### src/rtl/snake_draw_scheduler.sv
// Draw scheduler: arbitrates clear/tail/head/apple requests into a pixel raster.
// Optional DRAW_SCHED_AUTO_CLEAR_EN: reset arms a full-screen clear.
module snake_draw_scheduler #(
    parameter int          BLOCK_SIZE   = 10,
    parameter int          SCREEN_W     = 240,
    parameter int          SCREEN_H     = 320,
    parameter logic [15:0] BG_COLOUR    = 16'h0000,
    parameter logic [15:0] SNAKE_COLOUR = 16'h07E0,
    parameter logic [15:0] APPLE_COLOUR = 16'hF800
) (
    input  logic        clock,
    input  logic        reset,
    input  logic        clearReq,
    input  logic        tailReq,
    input  logic [7:0]  tailX,
    input  logic [8:0]  tailY,
    input  logic        headReq,
    input  logic [7:0]  headX,
    input  logic [8:0]  headY,
    input  logic        appleReq,
    input  logic [7:0]  appleX,
    input  logic [8:0]  appleY,
    output logic [7:0]  pixelX,
    output logic [8:0]  pixelY,
    output logic [15:0] pixelData,
    output logic        pixelWrite,
    input  logic        pixelReady,
    output logic        busy,
    output logic        cmdDone,
    output logic [1:0]  cmdId
);

    localparam logic [9:0] BLK_M1 = 10'(BLOCK_SIZE - 1);
    localparam logic [9:0] W_M1   = 10'(SCREEN_W - 1);
    localparam logic [9:0] H_M1   = 10'(SCREEN_H - 1);
    localparam logic [9:0] W_LIM  = 10'(SCREEN_W);
    localparam logic [9:0] H_LIM  = 10'(SCREEN_H);

    typedef enum logic [1:0] {
        IDLE,
        FILL,
        DONE
    } state_t;

    state_t      state;
    logic [3:0]  pend;
    logic [3:0]  req;
    logic [3:0]  grant;
    logic [7:0]  tail_x;
    logic [7:0]  head_x;
    logic [7:0]  apple_x;
    logic [8:0]  tail_y;
    logic [8:0]  head_y;
    logic [8:0]  apple_y;

    logic [1:0]  sel_id;
    logic [7:0]  sel_x;
    logic [8:0]  sel_y;
    logic [15:0] sel_colour;
    logic [9:0]  x_end_sel;
    logic [9:0]  y_end_sel;
    logic        sel_empty;

    logic [7:0]  x_org;
    logic [9:0]  x_end;
    logic [9:0]  y_end;
    logic [1:0]  act_id;

    assign req  = {appleReq, headReq, tailReq, clearReq};
    assign busy = ~reset & ((state != IDLE) | (|pend));

    // Winner is only granted while idle, so a running fill is never pre-empted.
    always_comb begin
        grant      = 4'b0000;
        sel_id     = 2'd0;
        sel_x      = 8'd0;
        sel_y      = 9'd0;
        sel_colour = BG_COLOUR;
        if (state == IDLE) begin
            priority case (1'b1)
                pend[0]: begin
                    grant = 4'b0001;
                end
                pend[1]: begin
                    grant  = 4'b0010;
                    sel_id = 2'd1;
                    sel_x  = tail_x;
                    sel_y  = tail_y;
                end
                pend[2]: begin
                    grant      = 4'b0100;
                    sel_id     = 2'd2;
                    sel_x      = head_x;
                    sel_y      = head_y;
                    sel_colour = SNAKE_COLOUR;
                end
                pend[3]: begin
                    grant      = 4'b1000;
                    sel_id     = 2'd3;
                    sel_x      = apple_x;
                    sel_y      = apple_y;
                    sel_colour = APPLE_COLOUR;
                end
                default: ;
            endcase
        end
    end

    // End coordinates in 10 bits so origin + size never wraps before clipping.
    always_comb begin
        x_end_sel = {2'b00, sel_x} + BLK_M1;
        y_end_sel = {1'b0, sel_y} + BLK_M1;
        if (x_end_sel > W_M1) begin
            x_end_sel = W_M1;
        end
        if (y_end_sel > H_M1) begin
            y_end_sel = H_M1;
        end
        if (grant[0]) begin
            x_end_sel = W_M1;
            y_end_sel = H_M1;
        end
        sel_empty = ({2'b00, sel_x} >= W_LIM) ||
                    ({1'b0, sel_y} >= H_LIM);
    end

    always_ff @(posedge clock or posedge reset) begin
        if (reset) begin
`ifdef DRAW_SCHED_AUTO_CLEAR_EN
            pend <= 4'b0001;
`else
            pend <= 4'b0000;
`endif
            tail_x  <= 8'd0;
            tail_y  <= 9'd0;
            head_x  <= 8'd0;
            head_y  <= 9'd0;
            apple_x <= 8'd0;
            apple_y <= 9'd0;
        end else begin
            pend <= (pend & ~grant) | req;
            if (tailReq) begin
                tail_x <= tailX;
                tail_y <= tailY;
            end
            if (headReq) begin
                head_x <= headX;
                head_y <= headY;
            end
            if (appleReq) begin
                apple_x <= appleX;
                apple_y <= appleY;
            end
        end
    end

    always_ff @(posedge clock or posedge reset) begin
        if (reset) begin
            state      <= IDLE;
            pixelX     <= 8'd0;
            pixelY     <= 9'd0;
            pixelData  <= 16'd0;
            pixelWrite <= 1'b0;
            cmdDone    <= 1'b0;
            cmdId      <= 2'd0;
            x_org      <= 8'd0;
            x_end      <= 10'd0;
            y_end      <= 10'd0;
            act_id     <= 2'd0;
        end else begin
            cmdDone <= 1'b0;
            unique case (state)
                IDLE: begin
                    if (|grant) begin
                        x_org     <= sel_x;
                        x_end     <= x_end_sel;
                        y_end     <= y_end_sel;
                        act_id    <= sel_id;
                        pixelX    <= sel_x;
                        pixelY    <= sel_y;
                        pixelData <= sel_colour;
                        if (sel_empty) begin
                            state   <= DONE;
                            cmdDone <= 1'b1;
                            cmdId   <= sel_id;
                        end else begin
                            state      <= FILL;
                            pixelWrite <= 1'b1;
                        end
                    end
                end
                FILL: begin
                    if (pixelReady) begin
                        if ({2'b00, pixelX} == x_end) begin
                            if ({1'b0, pixelY} == y_end) begin
                                state      <= DONE;
                                pixelWrite <= 1'b0;
                                cmdDone    <= 1'b1;
                                cmdId      <= act_id;
                            end else begin
                                pixelX <= x_org;
                                pixelY <= pixelY + 9'd1;
                            end
                        end else begin
                            pixelX <= pixelX + 8'd1;
                        end
                    end
                end
                DONE: begin
                    state <= IDLE;
                end
                default: begin
                    state <= IDLE;
                end
            endcase
        end
    end

endmodule

### config.mk
export PLATFORM = sky130hd
export DESIGN_NAME = snake_draw_scheduler
export DESIGN_NICKNAME = d
export VERILOG_FILES = /design/src/rtl/snake_draw_scheduler.sv
export SDC_FILE = /design/constraint.sdc
export NUM_CORES = 1
export LEC_CHECK = 0
export CORE_AREA = 2 2 116 118
export CTS_CLUSTER_DIAMETER = 50
export DETAILED_ROUTE_END_ITERATION = 10
export DIE_AREA = 0 0 118 120
export MAX_ROUTING_LAYER = met4
export PLACE_DENSITY = 0.68
export SLEW_MARGIN = 20
export SYNTH_ARGS = -nofsm -noshare
export SYNTH_HDL_FRONTEND = slang
export SYNTH_SLANG_ARGS = --single-unit
### constraint.sdc
create_clock -name clock -period 6.6 [get_ports clock]
set_input_delay 0.66 -clock clock [delete_from_list [all_inputs] [get_ports clock]]
set_output_delay 0.66 -clock clock [all_outputs]
set_load 0.1 [all_outputs]
==> results of run 1 <==
## per-layer routing
layer	wire, um	vias up
met5	0	-
met4	164	0
met3	564	11
met2	6390	100
met1	6630	2159
li1	-	2059
## tightest hold or removal path, cell delays in order (launching register included)
cell	delay, ns
dfrtp_1	0.35
nand2_1	0.05
nand2_1	0.05
## cell usage in the layout, fill, tap and decap left out, drive strengths merged, types with 7 or more instances in the layout
cell type,count
dfrtp,109
clkdlybuf4s50,90
mux2,54
nand2,44
nor2,32
o21ai,28
a21oi,21
xor2,17
nand3,16
xnor2,15
and2,14
inv,14
a221oi,13
clkbuf,13
a21o,12
and3,9
a22o,8
a221o,7
## registers in the layout, indices dropped and copies added (netlist names)
register,count
apple_y,9
head_x,8
tail_x,8
pend,4
pixelData,2
head_y,9
x_end,9
tail_y,9
pixelWrite,1
y_end,10
state,2
pixelY,9
act_id,2
apple_x,8
x_org,8
cmdId,2
pixelX,8
cmdDone,1
## worst paths after layout
check / endpoint / cells after the start / slack (ns) / from
max in group asynchronous: pixelY[5] / 3 / 4.61 / reset
setup reg to reg: y_end[5] / 9 / 2.33 / pend[1]
hold / removal: x_org[4] / 2 / 0.48 / x_org[4]
hold reg to reg: x_org[4] / 2 / 0.48 / x_org[4]
min in group asynchronous: pixelX[7] / 2 / 0.71 / reset
setup / recovery: y_end[5] / 9 / 2.33 / pend[1]
## cells by family after synthesis
group	after synthesis	share of synthesized area, %
compound gates	132	17.6
fa+ha+maj	6	1.32
xor+xnor	32	4.91
buf+inv	54	4.85
other cells	1	0.0657
mux	56	11.0
flops	109	47.8
simple gates	142	12.5
## through the flow
step | setup WS [ns] | area (um^2) | power (W)
after floorplan | 3.07 | 5720 | 0.00155
after global placement | 2.65 | 6650 | 0.00177
after detailed placement | 2.41 | 6650 | 0.00178
after CTS | 2.38 | 6980 | 0.00237
after global routing | 1.93 | 6980 | 0.00249
final | 2.33 | 6980 | 0.00236
## area by class of cell
class                      count  area share, %
clock buffer                  13           3.73
clock inverter                 3          0.968
inverter                      14          0.789
multi-input combinational    373           38.9
sequential                   109           39.1
tap                          176           3.16
timing repair buffer          94           13.3
## power groups by stage
stage	Clock, W	Sequential (W)	Combinational (W)
2_1_floorplan	0	0.00113	0.000412
3_3_place_gp	0	0.000872	0.000897
3_5_place_dp	0	0.000875	0.000906
4_1_cts	0.000602	0.000862	0.000910
5_1_grt	0.000630	0.000876	0.000979
6_report	0.000596	0.000862	0.000905
==> impl_metrics.ini, run 1 <==
[floorplanning]
fp.dieW_um = 118
start_util_pct = 43.9
die_h_um = 120
row_count = 42
core_um2 = 13000
die_area_um2 = 14200
io_pins = 96

[clock_network]
htree_levels = 3
clockBufferDepth = 2
cts-root-buf = clkbuf_16
clock_latency_ns = 0.35
ctsResizeCount = 0
post-cts-setup-buffers = 0
path_clk_slew_ns = 0.07
cts_hold_buf = 0
numCtsBuffers = 9
cts_tree = yes
cts_num_sinks = 109

[flow_run]
maxCapViolations = 0

[global_routing]
grtUsageMet1_pct = 28.5
track_usage_pct = 20.4
grt.met2_usage_pct = 31.5
met3_usage_pct = 2.90
grt_first_pass_wirelength_mm = 22.4
grt-ovfl-total = 0
grt_max_degree = 73
grt_pass1_vias = 4187
antenna_found_initial = 0
busiest_layer = met2

[power_and_ir_drop]
power.leakage_nw = 3.07
p_clk_share_pct = 25.2
combPwrFrac_pct = 38.3
p_per_area_nw_per_um2 = 339
internal-power_w = 0.00141
p_sw_w = 0.000953
switching_share_pct = 40.3
irDropWorstVdd_uv = 170
seqPwrFrac_pct = 36.5

[setup_path]
cp_slowest_stage_delay_ns = 0.76
path_class = flip-flop to flip-flop
endpoint_kind = flip-flop
worst-path-buf-inv = 0
crit_required_ns = 6.89
cp_slowest_cell = and2_1
path_max_fanout = 19
startpoint_type = flip-flop
critical-path-top-delay-family = simple AND/OR/NAND/NOR gates
cp_cell_sequence = nor4_2 > and2_1 > a221o_1 > ha_1 > o21ai_0 > a211oi_2 > and3b_1 > mux2i_1 > o32a_1
arrival_ns = 4.55

[yosys]
ys_top_cells_by_count = dfrtp_1, mux2_2, nand2_1
synth.ff_latch_count = 109
synthTopCellsByArea = dfrtp_1, mux2_2, nand2_1, xor2_1, o21ai_0
syn_area_um2 = 5700
synth_edf_count = 0
yosysTopAreaCell = dfrtp_1
synth.top_cell.area_share_pct = 47.8
avgSynthCellArea_um2 = 10.7
synth_top_flop_cell = dfrtp_1
syn-instance-count = 532
synth.most_common_cell = dfrtp_1
seq_area_frac_synth_pct = 47.8
async_reset_ff_share_pct = 100
yosysUniqueCellTypes = 63
yosys_warnings = 0

[sta]
hold_violations = 0
maxSlewViolCount = 0
setup_viol = 0
fin_crit_sh_pct = 64.7
tightest_slew_ns = 1.05
finalCriticalPeriod_ns = 4.27
max_freq_ghz = 0.234
skew_ns = 0.00733
rsz0062_at_grt = no
hold-worst-slack_ns = 0.481
tns_ns = 0
slew_headroom_pct = 30.0

[cells_and_area]
drive_above_1_share_pct = 15.2
nets = 665
fin_util_pct = 53.7
ff_latch_area_um2 = 2730
num_antenna_cells = 0
fill_cells = 1163
syn_to_final_growth_pct = 22.3
multi_input_area_um2 = 2720
final_cells = 782

[place]
portBuffers = 90
gp_congestion = 0.876
place_inst = 766
post-dp-hpwl_mm = 10.1

[routing]
drc = 0
viasPerCell = 5.54
wl_per_cell_um = 17.6
num_vias = 4329
ant_nets = 0
first_iter_violations = 363
wl_mm = 13.8
first_pass_iters = 5

[hold_path]
hold_class = flip-flop to flip-flop

[outcome]
status = complete, no violations
Note: power is estimated with default switching activity, not from simulation.
==> run 2: changes to the inputs <==
- PLACE_DENSITY: 0.68 -> 0.71
- clock period: 6.6 -> 3.7 ns (I/O delays scaled with it)
==> impl_metrics.ini, run 2 (synthesis results as in run 1) <==
[floorplanning]
die_h_um = 120
fp.dieW_um = 118
core_um2 = 13000
die_area_um2 = 14200
io_pins = 96
start_util_pct = 43.9
row_count = 42

[setup_path]
worstRegToRegCells = 9
arrival_ns = 3.67
endpoint_kind = flip-flop
crit_start = state[1]
timing.rr.start = state[1]
regToRegSetupSlack_ns = 0.32
crit_required_ns = 4.00
cp-endpoint = y_end[4]
startpoint_type = flip-flop
rr_endpoint = y_end[4]
path_class = flip-flop to flip-flop
path_max_fanout = 9

[power_and_ir_drop]
p_per_area_nw_per_um2 = 592
design_power_total_w = 0.00417
power.leakage_nw = 3.11
irDropWorstVdd_uv = 320

[cells_and_area]
fin_util_pct = 54.3
final_common_cell = dfrtp_1
drive_above_1_share_pct = 17.3
nets = 676
final_cell_mix = dfrtp_1, clkdlybuf4s50_1, mux2_2
max_flop_register = y_end
num_antenna_cells = 0
syn_to_final_growth_pct = 23.6
largest_register_ffs = 10

[place]
dp_slack_ns = 0.102
portBuffers = 90
post-dp-hpwl_mm = 10.5
gp_congestion = 0.836

[clock_network]
post-cts-setup-buffers = 0
cts-root-buf = clkbuf_16
clock_latency_ns = 0.35
htree_levels = 3
numCtsBuffers = 9
cts_tree = yes
path_clk_slew_ns = 0.07
clockBufferDepth = 2
cts_num_sinks = 109

[sta]
worst_slack_ns = 0.321
fin_crit_sh_pct = 91.3
rsz0062_at_grt = no
setup_viol = 0
tns_ns = 0
hold_violations = 0
maxSlewViolCount = 0
tightest_slew_ns = 0.988
skew_ns = 0.00571
slew_headroom_pct = 34.1
finalCriticalPeriod_ns = 3.38
max_freq_ghz = 0.296

[flow_run]
maxCapViolations = 0

[global_routing]
grt-ovfl-total = 0
track_usage_pct = 21.6
grt_pass1_vias = 4407
antenna_found_initial = 0
grt_first_pass_wirelength_mm = 23.3
grt_max_degree = 69

[outcome]
status = complete, no violations

[routing]
viasPerCell = 5.50
num_vias = 4363
ant_nets = 0
wl_mm = 14.1
first_pass_iters = 4
wl_per_cell_um = 17.8
drc = 0
first_iter_violations = 261

[hold_path]
hold_class = flip-flop to flip-flop
## run 2: layout make-up
type,count,area [um^2]
repair buffers,105,1010
clock buffers,11,243
well taps,176,220
flip-flops and latches,109,2730
inverters,14,55.1
fillers,1143,5930
clock inverters,5,60.1
multi-input cells,373,2730
## run 2: power by group
group	switching [W]	internal (W)	leakage [nW]
clock	0.000443	0.000544	0.134
sequential	0.000200	0.00134	1.35
combinational	0.00108	0.000556	1.62
## run 2: critical path, cell delays in order (launching register included)
cell and delay, ns:
dfrtp_1 0.50, nor4_4 0.49, and2_1 0.36, a221o_1 0.32
ha_1 0.22, o21ai_0 0.18, a211oi_2 0.36, and3b_1 0.25
mux2i_2 0.43, o32a_1 0.22
## run 2: per-stage QoR
| stage | area [um^2] | hold WS (ns) | std cells |
|---|---|---|---|
| floorplan | 5720 | 0.442 | 536 |
| detailed placement | 6730 | 0.464 | 777 |
| CTS | 7030 | 0.481 | 793 |
| global route | 7050 | 0.505 | 793 |
| global placement | 6730 | 0.457 | 777 |
| finish | 7050 | 0.480 | 793 |
## run 2: worst min-delay path by stage
| stage | startpoint | to | depth (start not counted) |
|---|---|---|---|
| 2_1_floorplan | x_org[7] | x_org[7] | 2 |
| 3_3_place_gp | x_org[7] | x_org[7] | 2 |
| 3_5_place_dp | x_org[1] | x_org[1] | 2 |
| 4_1_cts | x_org[1] | x_org[1] | 2 |
| 5_1_grt | y_end[9] | y_end[9] | 1 |
| 6_report | x_org[1] | x_org[1] | 2 |
## run 2: routing by layer
| metal | share of wire, % | global-route usage, % | up-vias |
|---|---|---|---|
| met5 | 0 | - | - |
| met4 | 1.6 | 7.61 | 0 |
| met3 | 3.6 | 2.95 | 15 |
| met2 | 47 | 33.7 | 105 |
| met1 | 48 | 29.0 | 2180 |
| li1 | - | - | 2063 |
## run 2: timing repair
action / CTS / global route
hold buffers: 0 / 0
endpoints found under the setup margin: 0 / 12
gates resized for setup: 0 / 3
==> run 3: changes to the inputs <==
- SLEW_MARGIN: 20 -> not set
==> results of run 3 <==
Same layout as run 2: the final DEF is identical, and so are final timing and power.
